===== src/rtl/buffer_pkg.sv =====
// Shared definitions for the line-packing read/write buffers.
package buffer_pkg;

   localparam int unsigned FULL_WIDTH_DEF = 512;
   localparam int unsigned WIDTH_DEF      = 64;
   localparam int unsigned ADDR_WIDTH_DEF = 32;
   localparam int unsigned MAX_ELEMS_DEF  = FULL_WIDTH_DEF / WIDTH_DEF;

   typedef enum logic [1:0] {
      IDLE   = 2'd0,
      FILL   = 2'd1,
      WRITE  = 2'd2,
      FINISH = 2'd3
   } buf_state_e;

   // Bit offset of an element slot inside a packed line.
   function automatic int unsigned slot_offset(input int unsigned slot, input int unsigned width);
      return slot * width;
   endfunction

endpackage


===== src/rtl/write_buffer_if.sv =====
// Control, element-stream and line-write signals of the write buffer.
interface write_buffer_if #(
   parameter int unsigned FULL_WIDTH = 512,
   parameter int unsigned WIDTH      = 64,
   parameter int unsigned ADDR_WIDTH = 32
);
   localparam int unsigned MAX_ELEMS = FULL_WIDTH / WIDTH;

   logic                  start;
   logic [7:0]            base;
   logic [15:0]           count;
   logic [ADDR_WIDTH-1:0] line_addr;
   logic                  busy;
   logic                  in_valid;
   logic [WIDTH-1:0]      in_data;
   logic                  in_ready;
   logic                  wvalid;
   logic [FULL_WIDTH-1:0] wdata;
   logic [MAX_ELEMS-1:0]  wmask;
   logic [ADDR_WIDTH-1:0] waddr;
   logic                  wready;
   logic                  done;

   modport master (
      output start, base, count, line_addr, in_valid, in_data, wready,
      input  busy, in_ready, wvalid, wdata, wmask, waddr, done
   );

   modport slave (
      input  start, base, count, line_addr, in_valid, in_data, wready,
      output busy, in_ready, wvalid, wdata, wmask, waddr, done
   );
endinterface


===== src/rtl/line_pack_reg.sv =====
// One memory line of element registers plus per-slot valid mask.
module line_pack_reg
   import buffer_pkg::*;
#(
   parameter  int unsigned FULL_WIDTH = FULL_WIDTH_DEF,
   parameter  int unsigned WIDTH      = WIDTH_DEF,
   localparam int unsigned MAX_ELEMS  = FULL_WIDTH / WIDTH,
   localparam int unsigned SLOT_W     = (MAX_ELEMS > 1) ? $clog2(MAX_ELEMS) : 1
) (
   input  logic                  clk,
   input  logic                  rst_n,
   input  logic                  clr,
   input  logic                  we,
   input  logic [SLOT_W-1:0]     slot,
   input  logic [WIDTH-1:0]      din,
   output logic [FULL_WIDTH-1:0] data,
   output logic [MAX_ELEMS-1:0]  mask
);

   // Clear wins over write; unwritten slots stay zero.
   always_ff @(posedge clk) begin
      if (!rst_n || clr) begin
         data <= '0;
         mask <= '0;
      end else if (we) begin
         data[slot_offset(32'(slot), WIDTH) +: WIDTH] <= din;
         mask[slot]                                   <= 1'b1;
      end
   end

endmodule


===== src/rtl/write_buffer.sv =====
// Packs a stream of elements into masked full-line memory writes.
module write_buffer
   import buffer_pkg::*;
#(
   parameter int unsigned FULL_WIDTH = FULL_WIDTH_DEF,
   parameter int unsigned WIDTH      = WIDTH_DEF,
   parameter int unsigned ADDR_WIDTH = ADDR_WIDTH_DEF
) (
   input logic           clk,
   input logic           rst_n,
   write_buffer_if.slave bus
);

   localparam int unsigned MAX_ELEMS = FULL_WIDTH / WIDTH;
   localparam int unsigned SLOT_W    = (MAX_ELEMS > 1) ? $clog2(MAX_ELEMS) : 1;
   localparam int unsigned PTR_W     = SLOT_W + 1;
   localparam logic [PTR_W-1:0] LAST_SLOT = PTR_W'(MAX_ELEMS - 1);

   buf_state_e            state, state_next;
   logic [PTR_W-1:0]      ptr;
   logic [15:0]           remaining;
   logic [ADDR_WIDTH-1:0] waddr;
   logic                  busy, in_ready, wvalid, done;
   logic                  load, accept, fire;
   logic [FULL_WIDTH-1:0] line_data;
   logic [MAX_ELEMS-1:0]  line_mask;

   // State register.
   always_ff @(posedge clk) begin
      if (!rst_n) state <= IDLE;
      else        state <= state_next;
   end

   // Next-state logic and datapath strobes.
   always_comb begin
      state_next = state;
      load       = 1'b0;
      accept     = 1'b0;
      fire       = 1'b0;
      case (state)
         IDLE: begin
            if (bus.start) begin
               load       = 1'b1;
               state_next = (bus.count == 16'd0) ? FINISH : FILL;
            end
         end
         FILL: begin
            if (bus.in_valid) begin
               accept = 1'b1;
               if (ptr == LAST_SLOT || remaining == 16'd1) state_next = WRITE;
            end
         end
         WRITE: begin
            if (bus.wready) begin
               fire       = 1'b1;
               state_next = (remaining == 16'd0) ? FINISH : FILL;
            end
         end
         FINISH:  state_next = IDLE;
         default: state_next = IDLE;
      endcase
   end

   // Status outputs registered from the upcoming state.
   always_ff @(posedge clk) begin
      if (!rst_n) begin
         busy     <= 1'b0;
         in_ready <= 1'b0;
         wvalid   <= 1'b0;
         done     <= 1'b0;
      end else begin
         busy     <= (state_next != IDLE);
         in_ready <= (state_next == FILL);
         wvalid   <= (state_next == WRITE);
         done     <= (state_next == FINISH);
      end
   end

   // Slot pointer, element countdown and line address.
   always_ff @(posedge clk) begin
      if (!rst_n) begin
         ptr       <= '0;
         remaining <= '0;
         waddr     <= '0;
      end else if (load) begin
         ptr       <= (32'(bus.base) < MAX_ELEMS) ? PTR_W'(bus.base) : '0;
         remaining <= bus.count;
         waddr     <= bus.line_addr;
      end else if (accept) begin
         ptr       <= ptr + PTR_W'(1);
         remaining <= remaining - 16'd1;
      end else if (fire) begin
         ptr       <= '0;
         waddr     <= waddr + ADDR_WIDTH'(1);
      end
   end

   line_pack_reg #(
      .FULL_WIDTH (FULL_WIDTH),
      .WIDTH      (WIDTH)
   ) u_line (
      .clk   (clk),
      .rst_n (rst_n),
      .clr   (load | fire),
      .we    (accept),
      .slot  (ptr[SLOT_W-1:0]),
      .din   (bus.in_data),
      .data  (line_data),
      .mask  (line_mask)
   );

   assign bus.busy     = busy;
   assign bus.in_ready = in_ready;
   assign bus.wvalid   = wvalid;
   assign bus.done     = done;
   assign bus.wdata    = line_data;
   assign bus.wmask    = line_mask;
   assign bus.waddr    = waddr;

endmodule


===== src/flat_wrapper.sv =====
// flat-port wrapper written by rule: the top's interface ports become plain ports
module write_buffer_flat import buffer_pkg::*;
#(
   parameter int unsigned FULL_WIDTH = FULL_WIDTH_DEF,
   parameter int unsigned WIDTH      = WIDTH_DEF,
   parameter int unsigned ADDR_WIDTH = ADDR_WIDTH_DEF
)
  (clk, rst_n, bus_start, bus_base, bus_count, bus_line_addr, bus_in_valid, bus_in_data, bus_wready, bus_busy, bus_in_ready, bus_wvalid, bus_wdata, bus_wmask, bus_waddr, bus_done);
  write_buffer_if #(.FULL_WIDTH(FULL_WIDTH), .WIDTH(WIDTH), .ADDR_WIDTH(ADDR_WIDTH)) bus_i ();
  input logic clk;
  input logic rst_n;
  input wire logic [$bits(bus_i.start)-1:0] bus_start;
  input wire logic [$bits(bus_i.base)-1:0] bus_base;
  input wire logic [$bits(bus_i.count)-1:0] bus_count;
  input wire logic [$bits(bus_i.line_addr)-1:0] bus_line_addr;
  input wire logic [$bits(bus_i.in_valid)-1:0] bus_in_valid;
  input wire logic [$bits(bus_i.in_data)-1:0] bus_in_data;
  input wire logic [$bits(bus_i.wready)-1:0] bus_wready;
  output wire logic [$bits(bus_i.busy)-1:0] bus_busy;
  output wire logic [$bits(bus_i.in_ready)-1:0] bus_in_ready;
  output wire logic [$bits(bus_i.wvalid)-1:0] bus_wvalid;
  output wire logic [$bits(bus_i.wdata)-1:0] bus_wdata;
  output wire logic [$bits(bus_i.wmask)-1:0] bus_wmask;
  output wire logic [$bits(bus_i.waddr)-1:0] bus_waddr;
  output wire logic [$bits(bus_i.done)-1:0] bus_done;
  assign bus_i.start = bus_start;
  assign bus_i.base = bus_base;
  assign bus_i.count = bus_count;
  assign bus_i.line_addr = bus_line_addr;
  assign bus_i.in_valid = bus_in_valid;
  assign bus_i.in_data = bus_in_data;
  assign bus_i.wready = bus_wready;
  assign bus_busy = bus_i.busy;
  assign bus_in_ready = bus_i.in_ready;
  assign bus_wvalid = bus_i.wvalid;
  assign bus_wdata = bus_i.wdata;
  assign bus_wmask = bus_i.wmask;
  assign bus_waddr = bus_i.waddr;
  assign bus_done = bus_i.done;
  write_buffer #(.FULL_WIDTH(FULL_WIDTH), .WIDTH(WIDTH), .ADDR_WIDTH(ADDR_WIDTH)) u_core (.clk(clk), .rst_n(rst_n), .bus(bus_i));
endmodule

===== config.mk =====
export PLATFORM = sky130hd
export DESIGN_NAME = write_buffer_flat
export DESIGN_NICKNAME = d
export VERILOG_FILES = /design/src/rtl/buffer_pkg.sv /design/src/rtl/write_buffer_if.sv /design/src/rtl/line_pack_reg.sv /design/src/rtl/write_buffer.sv /design/src/flat_wrapper.sv
export SDC_FILE = /design/constraint.sdc
export NUM_CORES = 1
export LEC_CHECK = 0
export ABC_CLOCK_PERIOD_IN_PS = 2700
export CAP_MARGIN = 0
export CORE_AREA = 3 3 264 266
export CTS_CLUSTER_DIAMETER = 60
export DETAILED_ROUTE_END_ITERATION = 8
export DIE_AREA = 0 0 267 269
export PLACE_DENSITY = 0.66
export RECOVER_POWER = 100
export SLEW_MARGIN = 10
export SYNTH_ARGS = -nofsm -noshare
export SYNTH_HDL_FRONTEND = slang
export SYNTH_SLANG_ARGS = --single-unit
export TNS_END_PERCENT = 10

===== constraint.sdc =====
create_clock -name clk -period 2.7 [get_ports clk]
set_input_delay 0.81 -clock clk [delete_from_list [all_inputs] [get_ports clk]]
set_output_delay 0.81 -clock clk [all_outputs]
set_load 0.01 [all_outputs]

==> impl_metrics.tcl, run 1 <==
set metrics [dict create \
    wl_per_cell_um 21.5 \
    grt_max_degree 76 \
    grt_setup_unrepaired "false" \
    tns_ns 0 \
    synthCells 2807 \
    clock_skew_ns 0.0230 \
    path_clk_slew_ns 0.06 \
    yosysTopAreaCell "dfxtp_1" \
    ys_seq_area_share_pct 52.2 \
    place_inst 4193 \
    ioPinCount 681 \
    worstMarginPinSlew_ns 0.973 \
    reg2reg_depth 10 \
    numCtsBuffers 70 \
    first_pass_iters 6 \
    yosys_warnings 0 \
    worstPathRequired_ns 1.89 \
    post-route-cell-area_sq_um 32500 \
    final_nets 3524 \
    synth-edff-count 0 \
    netlist_area_sq_um 22200 \
    path_depth 1 \
    port-buffer-count 680 \
    clockRootBuffer "clkbuf_16" \
    antenna_found_initial 2 \
    worst_slack_ns 0.139 \
    critical_path_class "reg2out" \
    power.total_mw 19.6 \
    drt-met1-wl_mm 37.6 \
    register_area_sq_um 11600 \
    postCtsHoldBufs 0 \
    initial_core_util_pct 33.0 \
    drt-total-wl_mm 92.7 \
    top_layer_used "met5" \
    crit_start "u_core.bus.waddr[27]$_SDFFE_PN0P_" \
    die_h_um 269 \
    met3_length_mm 7.97 \
    drv_cap 0 \
    period_needed_ns 2.56 \
    path_buf_inv 1 \
    post-route-util_pct 48.3 \
    layout-drive-gt1-share_pct 7.41 \
    synth.most_common_cell "nand2_1" \
    p_leak_nw 12.4 \
    synth-main-ff-cell "dfxtp_1" \
    synth_top_area_share_pct 52.2 \
    viasPerCell 5.19 \
    place_congestion 0.842 \
    synth_area_per_cell_sq_um 7.90 \
    hpwl_mm 65.4 \
    drtAntennaViolNets 0 \
    slew-limit-headroom_pct 35.2 \
    coreArea_sq_um 67300 \
    ys_types 64 \
    clk-insertion-delay-late_ns 0.61 \
    path_max_fanout 9 \
    htree_levels 3 \
    r2r-start "u_core.ptr[1]$_SDFFE_PN0P_" \
    powerDensity_nw_per_um2 602 \
    yosys-top-cells-count "nand2_1, dfxtp_1, a21oi_1, nand3_1, clkbuf_1" \
    crit_end "bus_waddr[27]" \
    synth_async_sr_flop_share_pct 0 \
    syn_to_final_growth_pct 46.4 \
    timing.fmax_mhz 391 \
    postPlaceCellArea_sq_um 30400 \
    num-fill-cells 6534 \
    slew_viol_final 0 \
    post_cts_buffers 0 \
    first_global_vias 20400 \
    cts_buffer_depth 3 \
    hold_violations 0 \
    crit_path_start_kind "register" \
    synth.area.top_cells "dfxtp_1, nand2_1, a21oi_1" \
    die-area_sq_um 71800 \
    regToRegEndpoint "u_core.u_line.data[288]$_SDFFE_PP0P_" \
    ctsResizeCount 0 \
    grt-ovfl-total 0 \
    die_x_um 267 \
    synth.net_count 2939 \
    crit_path_cell_trace "dlygate4sd3_1" \
    fin_crit_sh_pct 94.8 \
    drtIter0Drc 1902 \
    grt_pass1_wl_mm 134 \
    wl_met2_mm 43.7 \
    drc 0 \
    pre_cts_ws_ns -0.213 \
    worstPathArrival_ns 1.75 \
    worstHoldPathType "reg2reg" \
    vdd_drop_max_mv 0.382 \
    rows 95 \
    critPathMaxStageDelay_ns 0.67 \
    cts_tree "done" \
    vias 22400 \
    outcome "completed" \
    setup_violations 0 \
    cts.sinks 578 \
    fin_cells 4318 \
    multi_input_area_sq_um 9250 \
    cp_top_family "buffers and inverters" \
    grtUsageTotal_pct 24.5 \
    r2r_setup_slack_ns 0.19 \
    holdWs_ns 0.447 \
    cpMaxStageDelayCell "dlygate4sd3_1" \
    ys_seq_elements 578 \
    endpoint_kind "output pin" \
]
-- placed cells by master, fill, tap and decap left out, types with 7 or more instances in the layout --
master | synthesis | routed
buf_4 | 60 | 55
nor4_1 | 7 | 8
nand2_1 | 772 | 770
nand3_1 | 333 | 330
and3_1 | 12 | 12
nor3_1 | 12 | 13
dlygate4sd3_1 | 0 | 557
clkbuf_1 | 156 | 22
or3_1 | 8 | 9
clkbuf_16 | 0 | 71
clkinv_2 | 0 | 12
o21ai_0 | 24 | 24
dfxtp_1 | 578 | 577
ha_1 | 7 | 7
nor2_1 | 58 | 57
clkdlybuf4s50_1 | 0 | 123
a31oi_1 | 16 | 16
a22oi_1 | 8 | 8
buf_12 | 0 | 44
nand4_1 | 12 | 12
clkbuf_8 | 0 | 9
a21oi_1 | 552 | 552
-- cell families after synthesis --
group | Yosys count | synth area share (%)
simple gates | 1263 | 25.0
compound gates | 657 | 15.9
flops | 578 | 52.2
xor+xnor | 3 | 0.119
mux | 1 | 0.0451
buf+inv | 298 | 6.39
fa+ha+maj | 7 | 0.395
-- worst min path at each step --
stage | startpoint | to | slack [ns] | cells after the start
2_1_floorplan | u_core.remaining[2]$_SDFFE_PN0P_ | u_core.remaining[2]$_SDFFE_PN0P_ | 0.48 | 2
4_1_cts | u_core.u_line.data[126]$_SDFFE_PP0P_ | u_core.u_line.data[126]$_SDFFE_PP0P_ | 0.45 | 2
6_report | u_core.u_line.data[219]$_SDFFE_PP0P_ | u_core.u_line.data[219]$_SDFFE_PP0P_ | 0.45 | 2
3_3_place_gp | u_core.u_line.data[507]$_SDFFE_PP0P_ | u_core.u_line.data[507]$_SDFFE_PP0P_ | 0.44 | 2
5_1_grt | u_core.u_line.data[74]$_SDFFE_PP0P_ | u_core.u_line.data[74]$_SDFFE_PP0P_ | 0.46 | 2
3_5_place_dp | u_core.u_line.data[55]$_SDFFE_PP0P_ | u_core.u_line.data[55]$_SDFFE_PP0P_ | 0.45 | 2
-- cell type report --
cell class	instances	area share [%]
Clock inverter	31	1.01
Inverter	7	0.0809
Antenna cell	2	0.0154
Tap cell	873	3.36
Multi-Input combinational cell	1931	28.5
Sequential cell	578	35.7
Clock buffer	92	5.99
Timing Repair Buffer	804	25.4
-- power by group --
part | switching, mW | internal [mW]
clock | 3.90 | 5.36
combinational | 1.00 | 0.569
sequential | 0.104 | 8.62
total | 5.01 | 14.5
-- routing by layer --
| metal | global-route usage (%) | vias up |
|---|---|---|
| li1 | - | 10700 |
| met1 | 31.2 | 10600 |
| met2 | 40.1 | 985 |
| met3 | 5.74 | 160 |
| met4 | 9.97 | 2 |
| met5 | 0 | - |
-- registers in the layout, indices dropped and copies added, names as in the netlist --
name and count:
u_core.u_line.data 512, u_core.bus.waddr 32, u_core.remaining 16, u_core.u_line.mask 8, u_core.ptr 4, u_core.state 2
u_core.bus.busy 1, u_core.bus.done 1, u_core.bus.in_ready 1, u_core.bus.wvalid 1
Power figures use the tool's default switching activity.
==> run 2: changes to the inputs <==
Settings changed: CTS_BUF_LIST set to sky130_fd_sc_hd__clkbuf_16.
==> impl_metrics.tcl, run 2 (same netlist as run 1, synthesis figures left out) <==
set metrics [dict create \
    worstPathArrival_ns 1.74 \
    pwr-share-seq_pct 45.3 \
    grtUsageMet2_pct 40.1 \
    grt-ovfl-total 0 \
    drtAntennaViolNets 0 \
    cts.sinks 578 \
    cpMaxStageDelayCell "dlygate4sd3_1" \
    clk-insertion-delay-late_ns 0.61 \
    p_sw_share_pct 26.0 \
    fin_crit_sh_pct 94.6 \
    place_congestion 0.842 \
    grt_max_degree 76 \
    largest_register_ffs 512 \
    timing.fmax_mhz 392 \
    vdd_drop_max_mv 0.382 \
    die_x_um 267 \
    hpwl_mm 65.4 \
    use_met1_pct 31.2 \
    worstMarginPinSlew_ns 0.982 \
    grt_pass1_wl_mm 134 \
    critical_path_class "reg2out" \
    slew-limit-headroom_pct 34.5 \
    path_clk_slew_ns 0.05 \
    tns_ns 0 \
    grt_setup_unrepaired "false" \
    mostFrequentLayoutCells "nand2_1, dfxtp_1, dlygate4sd3_1" \
    p_switching_mw 5.00 \
    antenna_found_initial 2 \
    vias 22500 \
    period_needed_ns 2.55 \
    first_pass_iters 6 \
    reg_top3 "u_core.u_line.data: 512 flops, u_core.bus.waddr: 32 flops, u_core.remaining: 16 flops" \
    crit_path_start_kind "register" \
    hold_violations 0 \
    power.internal_mw 14.2 \
    regMostFlops "u_core.u_line.data" \
    viasPerCell 5.21 \
    numCtsBuffers 70 \
    comb_power_share_pct 8.2 \
    die-area_sq_um 71800 \
    postCtsHoldBufs 0 \
    drtIter0Drc 2028 \
    place_inst 4193 \
    htree_levels 3 \
    critPathMaxStageDelay_ns 0.67 \
    cp_top_family "buffers and inverters" \
    clockRootBuffer "clkbuf_16" \
    worstHoldPathType "reg2reg" \
    multi_input_area_sq_um 9260 \
    drv_cap 0 \
    clock_skew_ns 0.0256 \
    rows 95 \
    die_h_um 269 \
    fin_cells 4317 \
    outcome "completed" \
    wl_per_cell_um 21.5 \
    syn_to_final_growth_pct 46.0 \
    slew_viol_final 0 \
    num-fill-cells 6548 \
    path_max_fanout 9 \
    grt.busiest_layer "met2" \
    ioPinCount 681 \
    power.total_mw 19.2 \
    powerDensity_nw_per_um2 594 \
    setup_violations 0 \
    cts_tree "done" \
    holdWs_ns 0.448 \
    first_global_vias 20300 \
    drt-total-wl_mm 92.8 \
    layout-drive-gt1-share_pct 7.26 \
    grt_util_met3_pct 5.74 \
    cts_buffer_depth 3 \
    port-buffer-count 680 \
    post_cts_buffers 0 \
    pre_cts_ws_ns -0.213 \
    initial_core_util_pct 33.0 \
    grtUsageTotal_pct 24.5 \
    path_buf_inv 1 \
    ctsResizeCount 0 \
    worstPathRequired_ns 1.89 \
    final_nets 3524 \
    layout_commonest_cell "nand2_1" \
    coreArea_sq_um 67300 \
    drc 0 \
    crit_path_cell_trace "dlygate4sd3_1" \
    endpoint_kind "output pin" \
    pwr-share-clk_pct 46.5 \
    register_area_sq_um 11600 \
    p_leak_nw 12.4 \
    worst_slack_ns 0.146 \
]
## run 2: cell types whose count changed in the layout (fill, tap and decap cells not counted), moves of 2 or more
cell and delta:
clkbuf_1 -14, inv_1 +12, clkinv_1 +9, clkbuf_4 +2, clkbuf_8 -9
## run 2: power groups by stage
stage	clock, mW	combinational [mW]	sequential, mW
global placement	0	1.61	8.91
CTS	9.14	1.62	8.72
detailed placement	0	1.61	8.91
global route	9.45	1.68	8.73
finish	8.95	1.57	8.72
floorplan	0	0.796	8.91
## run 2: area by class of cell
class / count / area share [%]
clock inverters: 52 / 1.26
flip-flops and latches: 578 / 35.7
well taps: 873 / 3.37
inverters: 7 / 0.0811
diodes: 1 / 0.00773
multi-input cells: 1931 / 28.6
repair buffers: 804 / 25.4
clock buffers: 71 / 5.49
## run 2: layer usage
layer / part of all wire [%] / vias up / wire length (um)
met5: 0.0075 / - / 7
met4: 3.8 / 2 / 3560
met3: 8.3 / 170 / 7680
met2: 47 / 957 / 43800
met1: 41 / 10700 / 37800
li1: - / 10700 / -
## run 2: worst paths after layout
kind / start / to / slack, ns / cells past startpoint
worst min register to register: u_core.u_line.data[320]$_SDFFE_PP0P_ / u_core.u_line.data[320]$_SDFFE_PP0P_ / 0.45 / 2
worst max-delay path: u_core.bus.waddr[27]$_SDFFE_PN0P_ / bus_waddr[27] / 0.15 / 1
worst max register to register: u_core.ptr[1]$_SDFFE_PN0P_ / u_core.u_line.data[288]$_SDFFE_PP0P_ / 0.20 / 10
worst min-delay path: u_core.u_line.data[320]$_SDFFE_PP0P_ / u_core.u_line.data[320]$_SDFFE_PP0P_ / 0.45 / 2
## run 2: metrics by stage
stage               utilization [%]  instance area, sq um
CTS                            48.4                 32600
finish                         48.1                 32400
global placement               45.1                 30400
global route                   48.1                 32400
floorplan                         -                 22200
detailed placement             45.1                 30400
